## config.mk

```make
export PLATFORM = sky130hd
export DESIGN_NAME = imm_extend_seq
export DESIGN_NICKNAME = d
export VERILOG_FILES = /design/src/rtl/imm_ext_pkg.sv /design/src/rtl/imm_rot_step.sv /design/src/rtl/imm_extend_seq.sv
export SDC_FILE = /design/constraint.sdc
export NUM_CORES = 1
export LEC_CHECK = 0
export ABC_AREA = 1
export ABC_CLOCK_PERIOD_IN_PS = 4480
export BUFFER_PORTS_ARGS = -buffer_cell sky130_fd_sc_hd__buf_2
export CAP_MARGIN = 40
export CELL_PAD_IN_SITES_DETAIL_PLACEMENT = 1
export CELL_PAD_IN_SITES_GLOBAL_PLACEMENT = 1
export CORE_MARGIN = 5
export CORE_UTILIZATION = 41
export DETAILED_ROUTE_END_ITERATION = 10
export GPL_TIMING_DRIVEN = 0
export HOLD_SLACK_MARGIN = 0.1
export PLACE_DENSITY_LB_ADDON = 0.1
export SETUP_SLACK_MARGIN = 0.4
export SLEW_MARGIN = 0
export SYNTH_ARGS = -nofsm -noshare
export SYNTH_HDL_FRONTEND = slang
export SYNTH_SLANG_ARGS = --single-unit
```

## constraint.sdc

```tcl
create_clock -name clk -period 4.48 [get_ports clk]
set_clock_uncertainty 0.1 [all_clocks]
set_input_delay 0.672 -clock clk [delete_from_list [all_inputs] [get_ports clk]]
set_output_delay 0.672 -clock clk [all_outputs]
set_load 0.02 [all_outputs]
```

## src/rtl/imm_ext_pkg.sv

```systemverilog
`default_nettype none
// ============================================================================
//  Module      : imm_ext_pkg
//  Description : Shared encodings, FSM state type and helpers for the
//                sequential immediate extender.
//  Revision    : 1.0  initial release
// ============================================================================
package imm_ext_pkg;

  // imm_src encodings
  localparam logic [1:0] IMM_DP    = 2'b00;  // ARM rotated data-processing immediate
  localparam logic [1:0] IMM_MEM12 = 2'b01;  // 12-bit memory offset
  localparam logic [1:0] IMM_BR    = 2'b10;  // 24-bit branch offset, word aligned
  localparam logic [1:0] IMM_MEMH8 = 2'b11;  // split 8-bit halfword offset

  // Width of the remaining-rotation counter (rotations are 0..30)
  localparam int unsigned REM_W = 5;

  typedef enum logic [1:0] {
    IDLE = 2'd0,
    ROT  = 2'd1,
    HOLD = 2'd2
  } state_t;

  // Rotate distance of a DP immediate: twice the 4-bit rotate field
  function automatic logic [REM_W-1:0] dp_rem(input logic [3:0] rot_field);
    return {rot_field, 1'b0};
  endfunction

endpackage
`default_nettype wire

```

## src/rtl/imm_rot_step.sv

```systemverilog
`default_nettype none
// ============================================================================
//  Module      : imm_rot_step
//  Description : Combinational 32-bit rotate-right by 0..31 bits; one slice
//                of the iterative DP-immediate rotation.
//  Revision    : 1.0  initial release
// ============================================================================
module imm_rot_step (
  input  logic [31:0] data_i,
  input  logic [4:0]  amt_i,
  output logic [31:0] data_o
);

  // A left shift of 32 yields zero, so amt_i == 0 degenerates to identity
  always_comb begin
    data_o = (data_i >> amt_i) | (data_i << (6'd32 - {1'b0, amt_i}));
  end

endmodule
`default_nettype wire

```

## src/rtl/imm_extend_seq.sv

```systemverilog
`default_nettype none
// ============================================================================
//  Module      : imm_extend_seq
//  Description : Handshaked immediate extender. DP immediates are rotated
//                iteratively, ROT_STEP bits per cycle; other modes complete
//                in one cycle. Result is held until the consumer takes it.
//  Revision    : 1.0  initial release
// ============================================================================
module imm_extend_seq #(
  parameter int DATA_W   = 32,  // 32 or 64
  parameter int ROT_STEP = 2    // power of two, 2..32
) (
  input  logic              clk,
  input  logic              reset,
  input  logic              in_valid,
  output logic              in_ready,
  input  logic [23:0]       instr,
  input  logic [1:0]        imm_src,
  input  logic              carry_in,
  output logic              out_valid,
  input  logic              out_ready,
  output logic [DATA_W-1:0] ext_imm,
  output logic              carry_out
);

  import imm_ext_pkg::*;

  localparam logic [5:0] STEP_W6 = 6'(ROT_STEP);

  state_t             state_q, state_d;
  logic [DATA_W-1:0]  acc_q, acc_d;
  logic [REM_W-1:0]   rem_q, rem_d;
  logic               carry_q, carry_d;

  logic               accept;
  logic [DATA_W-1:0]  load_val;
  logic [REM_W-1:0]   load_rem;
  logic [REM_W-1:0]   step_amt;
  logic [31:0]        rot_res;

  // Ready is forced low while reset is held so nothing is taken mid-reset
  assign in_ready  = !reset && ((state_q == IDLE) || ((state_q == HOLD) && out_ready));
  assign accept    = in_valid && in_ready;
  assign out_valid = (state_q == HOLD);
  assign ext_imm   = acc_q;
  assign carry_out = carry_q;

  // Extended value loaded on accept; DP loads the unrotated byte
  always_comb begin
    load_val = '0;
    load_rem = '0;
    unique case (imm_src)
      IMM_DP: begin
        load_val = {{(DATA_W-8){1'b0}}, instr[7:0]};
        load_rem = dp_rem(instr[11:8]);
      end
      IMM_MEM12: load_val = {{(DATA_W-12){1'b0}}, instr[11:0]};
      IMM_BR:    load_val = {{(DATA_W-26){instr[23]}}, instr[23:0], 2'b00};
      IMM_MEMH8: load_val = {{(DATA_W-8){1'b0}}, instr[11:8], instr[3:0]};
      default:   load_val = '0;
    endcase
  end

  // Per-cycle rotate distance: the remainder, capped at ROT_STEP
  always_comb begin
    if ({1'b0, rem_q} > STEP_W6) begin
      step_amt = STEP_W6[REM_W-1:0];
    end else begin
      step_amt = rem_q;
    end
  end

  imm_rot_step u_rot_step (
    .data_i (acc_q[31:0]),
    .amt_i  (step_amt),
    .data_o (rot_res)
  );

  // Next-state logic: rotate in ROT, retire from HOLD, load on accept
  always_comb begin
    state_d = state_q;
    acc_d   = acc_q;
    rem_d   = rem_q;
    carry_d = carry_q;
    unique case (state_q)
      IDLE: state_d = IDLE;
      ROT: begin
        // DP results are zero above bit 31 in the wide build
        acc_d        = '0;
        acc_d[31:0]  = rot_res;
        rem_d        = rem_q - step_amt;
        if (rem_d == '0) begin
          state_d = HOLD;
          carry_d = rot_res[31];
        end
      end
      HOLD: begin
        if (out_ready) begin
          state_d = IDLE;
        end
      end
      default: state_d = IDLE;
    endcase
    // Accept overrides: covers both IDLE and back-to-back from HOLD
    if (accept) begin
      acc_d = load_val;
      rem_d = load_rem;
      if (load_rem == '0) begin
        state_d = HOLD;
        carry_d = carry_in;
      end else begin
        state_d = ROT;
      end
    end
  end

  // State, accumulator, rotate counter and carry registers
  always_ff @(posedge clk) begin
    if (reset) begin
      state_q <= IDLE;
      acc_q   <= '0;
      rem_q   <= '0;
      carry_q <= 1'b0;
    end else begin
      state_q <= state_d;
      acc_q   <= acc_d;
      rem_q   <= rem_d;
      carry_q <= carry_d;
    end
  end

endmodule
`default_nettype wire

```

==> flow_summary_export.csv, run 1 <==
group,metric,value,unit
status,status,"completed",
sta,whs,0.450,ns
grt,gr-usage-all-layers,0.283,
place,hpwl,10700,µm
pwr,pwr-share-comb,0.326,
min_path,min_delay_path_depth,2,
clock_network,cts_resized,0,
yosys,synth.avg_cell_area,6.01,µm²
critical_path,critPathRequiredTime,4.55,ns
floorplan,core.rowCount,32,
floorplan,die_h,99.0,µm
sta,fmaxAchievable,360,MHz
job,drv_cap,0,
yosys,syn_nets,574,
finish,diodes,0,
critical_path,critPathMaxStageDelay,0.40,ns
yosys,synthArstFlopShare,0,
critical_path,cp.arrival,2.85,ns
yosys,ys_ff_latch,40,
detailed_routing,drt-total-wl,13900,µm
sta,tightestPinTransition,0.756,ns
critical_path,path_cells,"nor2_8 > nand2_4 > inv_1 > buf_2 > ha_1 > clkinv_1 > clkbuf_1 > nand2_1 > nand3_1 > nand2_1 > a21oi_1 > nor2_1",
yosys,synth.distinct_cells,42,
floorplan,die_w,99.0,µm
detailed_routing,drt-wirelength-per-cell,19.4,µm
floorplan,start_util,0.420,
critical_path,worst-r2r-cell-count,12,
pwr,p_sw,0.376,mW
yosys,yosys.area.top_type,"dfxtp_1",
clock_network,clk_pin_slew,0.08,ns
floorplan,ios,66,
sta,layout_min_cycle_time,2.78,ns
clock_network,cts_setup_buffers,0,
floorplan,coreArea,7730,µm²
min_path,hold_path_class,"reg2reg",
yosys,synth_ff_type,"dfxtp_1",
place,gp_congestion,0.973,
sta,finalMaxSlewViolations,0,
grt,antenna_found_initial,0,
clock_network,cts_tree,"yes",
clock_network,clkLatencyLatePin,0.30,ns
yosys,synth_edf_count,0,
sta,finalCritPeriodShare,0.620,
floorplan,die_area,9810,µm²
critical_path,cp_max_fo,10,
yosys,synth.top_cell.area_share,0.246,
sta,fin_tns_setup,0,ns
yosys,synth.area.top_cells,"dfxtp_1 (25%), nand2_1 (20%), inv_1 (6.7%), nand3_1 (6.6%), a21oi_1 (5.7%)",
grt,grt_pass1_wl,22000,µm
critical_path,path_depth,12,
detailed_routing,routed_via_density,5.73,
critical_path,cpMaxStageDelayCell,"clkbuf_1",
critical_path,path_class,"reg2reg",
pwr,p_per_area,252,nW/µm²
pwr,power.share.clock,0.262,
detailed_routing,firstDrtPassIters,5,
critical_path,cp-start-kind,"flop",
critical_path,critPathCaptureType,"flop",
place,io_buffers,65,
detailed_routing,vias,4098,
pwr,seq_power_share,0.412,
yosys,synth.yosys.seq_area_share,0.246,
clock_network,h-tree-depth,2,
yosys,netlist_area,3250,µm²
sta,hold_violations,0,
clock_network,cts_hold_buf,0,
finish,nNetsFinal,646,
finish,layout-drive-gt1-share,0.171,
pwr,sw_frac_of_total,0.395,
grt,overflow,0,
yosys,yosysMostFrequentCell,"nand2_1",
critical_path,crit_buf_inv,4,
sta,rsz0062_at_grt,"false",
detailed_routing,drc_errors,0,
pwr,p_int,0.575,mW
detailed_routing,drtAntennaViolNets,0,
sta,slew_headroom,0.496,
critical_path,path_common_cell,"nand2_1",
grt,grt_start_max_net_pins,12,
finish,syn2layout_area_growth,16.3,%
pwr,vdd_ir_drop_max,0.114,mV
clock_network,numCtsBuffers,5,
yosys,ys_top_cells_by_count,"nand2_1 (173), inv_1 (58), nand3_1 (43)",
yosys,yosys_warnings,0,
pwr,p_leak,1.86,nW
yosys,syn-instance-count,541,
critical_path,cpLargestDelayFamily,"buffers and inverters",
clock_network,cts-root-buf,"clkbuf_8",
grt,grt_pass1_vias,4181,
sta,setup_violations,0,
clock_network,clkSinkCount,40,
detailed_routing,dr.first_iter.drc_count,264,
clock_network,clock_path_buffers,2,
==> metrics by stage <==
step	worst slack (ns)	power [mW]	instance area (µm²)	instances	util
floorplan	2.28	0.598	3250	541	-
global placement	1.78	0.698	3700	708	0.479
detailed placement	1.76	0.705	3700	708	0.479
CTS	1.74	0.953	3780	715	0.489
global route	1.53	1.00	3780	715	0.489
finish	1.70	0.951	3780	715	0.489
==> cell families after synthesis <==
kind of cell | share of synthesized area
xor+xnor | 0.00539
fa+ha+maj | 0.00770
simple gates | 0.375
flops | 0.246
other cells | 0.00115
compound gates | 0.248
buf+inv | 0.117
==> state kept, by name (all words and copies together), names as in the netlist <==
| register | cells |
|---|---|
| carry_out | 1 |
| ext_imm | 32 |
| rem_q | 5 |
| state_q | 2 |
==> cell usage in the layout (no fill, tap or decap), types with 2 or more instances in the layout <==
cell / count
dfxtp_1: 40
inv_2: 2
clkinv_1: 2
nor2_1: 33
nand3_1: 43
nand4_1: 7
a41oi_1: 3
buf_2: 77
a31oi_1: 7
nor2_8: 3
or2_2: 3
nand2_2: 3
o21ai_1: 11
o21ai_0: 26
o211ai_1: 9
clkbuf_8: 5
o221ai_1: 16
xor2_1: 2
o22ai_1: 5
buf_4: 3
clkbuf_1: 15
a22oi_1: 8
nand3_2: 2
inv_1: 58
nand2_1: 173
a21oi_1: 37
nand2_4: 2
ha_1: 2
==> cell type report <==
class	instances	area (µm²)
fill	1126	3950
multi-input combinational	409	2070
sequential	40	801
timing repair buffer	65	325
inverter	62	233
buffer	30	146
tap	102	128
clock buffer	6	72.6
clock inverter	1	5.00
==> metal layers <==
metal,global-route usage,share of wire,vias up
li1,-,-,1960
met1,0.352,0.42,1952
met2,0.471,0.47,153
met3,0.0609,0.069,33
met4,0.118,0.038,0
met5,0,0,-
==> power groups by stage <==
stage	clock, mW	sequential, mW	combinational, mW
6_report	0.249	0.392	0.310
5_1_grt	0.267	0.395	0.340
4_1_cts	0.256	0.392	0.306
3_5_place_dp	0	0.400	0.305
3_3_place_gp	0	0.399	0.299
2_1_floorplan	0	0.412	0.185
==> worst reg2reg max path, cell delays in order, from the launching register on <==
cell and delay (ns):
dfxtp_1 0.39, nor2_8 0.26, nand2_4 0.12, inv_1 0.08, buf_2 0.28, ha_1 0.34, clkinv_1 0.18, clkbuf_1 0.40
nand2_1 0.11, nand3_1 0.12, nand2_1 0.09, a21oi_1 0.14, nor2_1 0.05
==> worst paths after layout <==
path,end,startpoint,slack [ns]
worst max-delay path,ext_imm[14],rem_q[1],1.70
worst min-delay path,ext_imm[7],ext_imm[7],0.45
worst max register to register,ext_imm[14],rem_q[1],1.70
worst min register to register,ext_imm[7],ext_imm[7],0.45
No activity file was read; power rests on OpenSTA's default activity.
==> inputs of run 2 (changes only) <==
ABC_AREA = 0   (was 1)
ABC_CLOCK_PERIOD_IN_PS = 2200   (was 4480)
CORE_UTILIZATION = 37   (was 41)
clock period = 2.2 ns   (was 4.48 ns; I/O delays follow)
==> flow_summary_export.csv, run 2 <==
group,metric,value,unit
yosys,synth_compound_area_frac,0.281,
floorplan,ios,66,
status,violations,"negative setup slack",
sta,finalCritPeriodShare,1.33,
grt,grt_start_max_net_pins,14,
finish,instances_no_fill,620,
finish,largest_reg_flops,32,
yosys,syn_nets,431,
grt,gr-usage-all-layers,0.277,
sta,fin_ws,-0.718,ns
clock_network,clock_path_buffers,2,
finish,layout-drive-gt1-share,0.443,
clock_network,clk_pin_slew,0.10,ns
yosys,yosys.area_share.simple,0.178,
place,io_buffers,64,
critical_path,critPathCaptureType,"flop",
yosys,ys_top_cells_by_count,"nand2_1 (43), dfxtp_1 (40), nor2_1 (39)",
clock_network,clkSinkCount,40,
grt,grt_pass1_vias,4208,
grt,grt_pass1_wl,24000,µm
sta,fin_tns_setup,-16.06,ns
pwr,total_power,2.28,mW
critical_path,cpMaxStageDelayCell,"or4_4",
critical_path,timing.rr.start,"rem_q[4]",
pwr,vdd_ir_drop_max,0.232,mV
yosys,syn-instance-count,398,
place,place_ws,-1.24,ns
floorplan,core.rowCount,34,
yosys,synth.area.top_cells,"dfxtp_1 (24%), mux2i_1 (10%), mux4_2 (8.2%), mux4_1 (5.5%), nand2_1 (4.9%)",
critical_path,crit_buf_inv,7,
finish,syn2layout_area_growth,44.8,%
floorplan,die_w,105,µm
min_path,min_delay_path_depth,3,
place,gp_congestion,0.843,
grt,overflow,0,
detailed_routing,drt-wirelength-per-cell,26.6,µm
job,drv_cap,0,
finish,postLayoutCoreUtil,0.551,
clock_network,numCtsBuffers,5,
detailed_routing,vias,4067,
yosys,synth_edf_count,0,
yosys,synth.avg_cell_area,8.33,µm²
detailed_routing,routed_via_density,6.56,
yosys,ys_ff_latch,40,
detailed_routing,drtAntennaViolNets,0,
yosys,synth_fa_ha_area_frac,0.00755,
clock_network,cts_tree,"yes",
critical_path,path_common_cell,"buf_6",
critical_path,worst-r2r-cell-count,13,
finish,final_common_cell,"buf_2",
yosys,synth_xor_area_frac,0,
critical_path,path_cells,"or4_4 > buf_6 > nor2_8 > inv_8 > buf_12 > ha_4 > buf_6 > buf_8 > buf_6 > buf_6 > mux4_2 > a21oi_4 > nor4_2",
floorplan,die_area,11000,µm²
critical_path,cpLargestDelayFamily,"buffers and inverters",
floorplan,start_util,0.380,
sta,finalMaxSlewViolations,0,
yosys,muxShareOfSynthArea,0.237,
clock_network,clkLatencyLatePin,0.32,ns
yosys,synth_top_family_by_area,"compound AO/OA/AOI/OAI gates",
floorplan,coreArea,8720,µm²
place,placed_cell_area,3860,µm²
detailed_routing,drc_errors,0,
critical_path,critPathRequiredTime,2.26,ns
critical_path,cp.arrival,2.98,ns
detailed_routing,dr.first_iter.drc_count,502,
critical_path,r2r_end,"ext_imm[17]",
sta,tightestPinTransition,1.10,ns
sta,hold_violations,0,
yosys,yosysMostFrequentCell,"nand2_1",
sta,fmaxAchievable,343,MHz
detailed_routing,firstDrtPassIters,5,
yosys,yosys.area.top_type,"dfxtp_1",
critical_path,regToRegSetupSlack,-0.72,ns
yosys,synthArstFlopShare,0,
yosys,yosys_warnings,0,
detailed_routing,drt-total-wl,16500,µm
clock_network,cts-root-buf,"clkbuf_8",
yosys,synth.yosys.seq_area_share,0.242,
min_path,hp-start,"instr[1]",
sta,setup_violations,32,
pwr,p_leak,1.84,nW
yosys,synth.distinct_cells,54,
finish,diodes,0,
place,dpl.cell_count,570,
place,hpwl,10200,µm
sta,whs,0.205,ns
yosys,synth_ff_type,"dfxtp_1",
critical_path,cp-start-kind,"flop",
clock_network,h-tree-depth,2,
status,status,"complete, but fails checks",
finish,final_cell_mix,"buf_2 (67), nor2_1 (38), dfxtp_1 (36), mux2i_1 (32), nand2_1 (29)",
finish,n_fill_cell,1037,
finish,nNetsFinal,544,
yosys,synth.top_cell.area_share,0.242,
floorplan,die_h,105,µm
sta,layout_min_cycle_time,2.92,ns
min_path,hold_path_class,"in2reg",
sta,slew_headroom,0.256,
grt,antenna_found_initial,0,
min_path,hold-path-endpoint,"ext_imm[1]",
critical_path,cp_max_fo,4,
sta,rsz0062_at_grt,"true",
pwr,p_per_area,476,nW/µm²
critical_path,path_class,"reg2reg",
yosys,netlist_area,3320,µm²
finish,fin_area,4800,µm²
critical_path,critPathMaxStageDelay,0.53,ns
run 2: layout make-up:
| cell class | count | area [µm²] | area share |
|---|---|---|---|
| multi-input combinational | 319 | 2670 | 0.555 |
| sequential | 40 | 811 | 0.169 |
| timing repair buffer | 106 | 749 | 0.156 |
| buffer | 35 | 292 | 0.0607 |
| tap | 108 | 135 | 0.0281 |
| clock buffer | 5 | 68.8 | 0.0143 |
| clock inverter | 3 | 42.5 | 0.00886 |
| inverter | 4 | 38.8 | 0.00808 |
run 2: worst max path at each step:
stage	start	end	slack [ns]	depth (start not counted)
6_report	rem_q[4]	ext_imm[17]	-0.72	13
5_1_grt	rem_q[4]	carry_out	-0.77	12
4_1_cts	rem_q[1]	ext_imm[16]	-0.56	10
3_5_place_dp	rem_q[4]	ext_imm[25]	-1.24	10
3_3_place_gp	rem_q[1]	ext_imm[25]	-1.20	10
2_1_floorplan	rem_q[1]	ext_imm[18]	-0.56	11
run 2: tightest hold or removal path: cells and delay by family:
kind,cells,cell delay [ns]
compound gates,1,0.07
buf+inv,1,0.10
simple gates,1,0.09
run 2: routing by layer:
| layer | up-vias | GRT usage | part of all wire |
|---|---|---|---|
| li1 | 1758 | - | - |
| met1 | 2035 | 0.352 | 0.40 |
| met2 | 222 | 0.452 | 0.48 |
| met3 | 52 | 0.0561 | 0.073 |
| met4 | 0 | 0.125 | 0.039 |
| met5 | - | 0 | 0 |
run 2: logic make-up (layout without fill, tap and decap cells):
family,Yosys count,count (layout)
AO/OA/AOI/OAI,138,138
adder cells (fa/ha/maj),2,2
buffers and inverters,39,153
flip-flops,40,40
multiplexers,52,52
other,1,1
AND/OR/NAND/NOR,126,126
run 2: repair_timing:
action                     4_1_cts  5_1_grt
pin swaps                       20       35
setup endpoints to repair       40       40
hold buffers                     0        0
setup buffers                   28       11
cloned                           3        0
resized for setup               82       61
run 2: report_power, final:
group	total, mW	internal, mW	switching [mW]
clock	0.660	0.337	0.323
sequential	0.809	0.749	0.0601
combinational	0.815	0.377	0.438
total	2.28	1.46	0.822
==> inputs of run 3 (changes only) <==
ABC_CLOCK_PERIOD_IN_PS = 3100   (was 2200)
CORE_UTILIZATION = 41   (was 37)
CTS_CLUSTER_SIZE = 12   (was not set)
clock period = 3.1 ns   (was 2.2 ns; I/O delays follow)
==> flow_summary_export.csv, run 3 (synthesis gave the netlist of run 2 again) <==
group,metric,value,unit
sta,hold_violations,0,
finish,diodes,0,
critical_path,critPathMaxStageDelay,0.53,ns
sta,layout_min_cycle_time,2.85,ns
finish,largest_reg_flops,32,
sta,tightestPinTransition,0.941,ns
pwr,p_leak,1.61,nW
pwr,vdd_ir_drop_max,0.156,mV
finish,syn2layout_area_growth,27.5,%
detailed_routing,dr.first_iter.drc_count,357,
critical_path,cp-start-kind,"flop",
critical_path,crit_buf_inv,4,
floorplan,ios,66,
clock_network,clock_path_buffers,2,
place,gp_congestion,0.891,
finish,final_common_cell,"buf_2",
detailed_routing,drtAntennaViolNets,0,
grt,overflow,0,
grt,gr-usage-all-layers,0.284,
clock_network,cts-root-buf,"clkbuf_8",
sta,rsz0062_at_grt,"true",
clock_network,cts_hold_buf,0,
detailed_routing,firstDrtPassIters,7,
clock_network,h-tree-depth,2,
sta,finalMaxSlewViolations,0,
clock_network,cts_tree,"yes",
critical_path,critPathRequiredTime,3.23,ns
floorplan,core.rowCount,32,
detailed_routing,drt-total-wl,14400,µm
place,place_ws,-0.389,ns
job,drv_cap,0,
finish,layout-drive-gt1-share,0.303,
finish,postLayoutCoreUtil,0.542,
place,hpwl,9930,µm
sta,setup_violations,0,
sta,fmaxAchievable,351,MHz
critical_path,cpLargestDelayFamily,"simple AND/OR/NAND/NOR gates",
grt,antenna_found_initial,0,
pwr,total_power,1.46,mW
critical_path,cpMaxStageDelayCell,"or4_4",
clock_network,clkLatencyLatePin,0.31,ns
status,status,"completed",
finish,seqCellArea,807,µm²
critical_path,cp.arrival,2.97,ns
floorplan,die_w,99.9,µm
floorplan,die_area,9990,µm²
critical_path,cp_max_fo,4,
floorplan,start_util,0.425,
detailed_routing,routed_via_density,6.60,
detailed_routing,drt-wirelength-per-cell,24.2,µm
finish,final_cell_mix,"buf_2 (65), nand2_1 (42), nor2_1 (38), dfxtp_1 (37), mux2i_1 (32)",
pwr,p_per_area,346,nW/µm²
critical_path,critPathCaptureType,"flop",
finish,multi_input_area,2430,µm²
detailed_routing,vias,3922,
min_path,hold_path_class,"in2reg",
clock_network,clkSinkCount,40,
finish,n_fill_cell,976,
grt,grt_pass1_vias,3989,
sta,fin_ws,0.252,ns
place,io_buffers,64,
detailed_routing,drc_errors,0,
sta,slew_headroom,0.373,
clock_network,numCtsBuffers,5,
critical_path,path_cells,"or4_4 > buf_6 > nor2_8 > inv_8 > buf_12 > ha_4 > buf_4 > nand2b_4 > a211oi_4 > o21ai_2 > o211a_1 > a221oi_2",
sta,fin_tns_setup,0,ns
clock_network,clk_pin_slew,0.09,ns
sta,finalCritPeriodShare,0.919,
finish,nNetsFinal,524,
critical_path,path_class,"reg2reg",
grt,grt_start_max_net_pins,14,
grt,grt_pass1_wl,22300,µm
floorplan,die_h,99.9,µm
floorplan,coreArea,7810,µm²
run 3: cell types whose count changed in the layout (fill, tap and decap cells not counted), sizes merged:
cell and change:
buf -23, clkbuf +3
run 3: layout make-up:
class                      count  share of cell area
inverter                       4             0.00917
sequential                    40               0.191
multi-input combinational    319               0.576
clock inverter                 3              0.0101
buffer                        35              0.0503
clock buffer                   5              0.0163
timing repair buffer          86               0.117
tap                          102              0.0302
run 3: path summary, 6_finish.rpt:
kind	from	to	slack (ns)	cells after the start
setup / recovery	rem_q[1]	carry_out	0.25	12
hold / removal	instr[1]	ext_imm[1]	0.32	3
setup reg to reg	rem_q[1]	carry_out	0.25	12
hold reg to reg	rem_q[3]	rem_q[3]	0.46	2
run 3: what timing repair did:
action                                 in CTS  in global routing
pin swaps                                   9                 10
cloned                                      1                  0
setup endpoints to repair                  25                 29
endpoints found under the hold margin       0                  0
buffers inserted                           15                  5
gates resized for setup                    25                 13
run 3: report_power, final:
part	internal [mW]	total [mW]	switching (mW)	leakage [nW]
sequential	0.532	0.571	0.0391	0.326
combinational	0.176	0.429	0.253	1.23
clock	0.239	0.464	0.225	0.0541
run 3: worst min-delay path, stage by stage:
cell	delay, ns
buf_2	0.10
a222oi_1	0.06
nor2_1	0.08
run 3: per-layer routing:
metal,global-route usage,part of all wire,up-vias
met5,0,0,-
met4,0.113,0.031,0
met3,0.0556,0.084,49
met2,0.461,0.48,213
met1,0.372,0.41,1945
li1,-,-,1715
run 3: stage by stage:
stage                     hold WS (ns)  area [µm²]  cells
after CTS                        0.326        4160    589
final                            0.324        4230    594
after detailed placement         0.462        3830    565
after floorplan                  0.405        3380    398
after global placement           0.436        3820    564
after global routing             0.329        4230    594
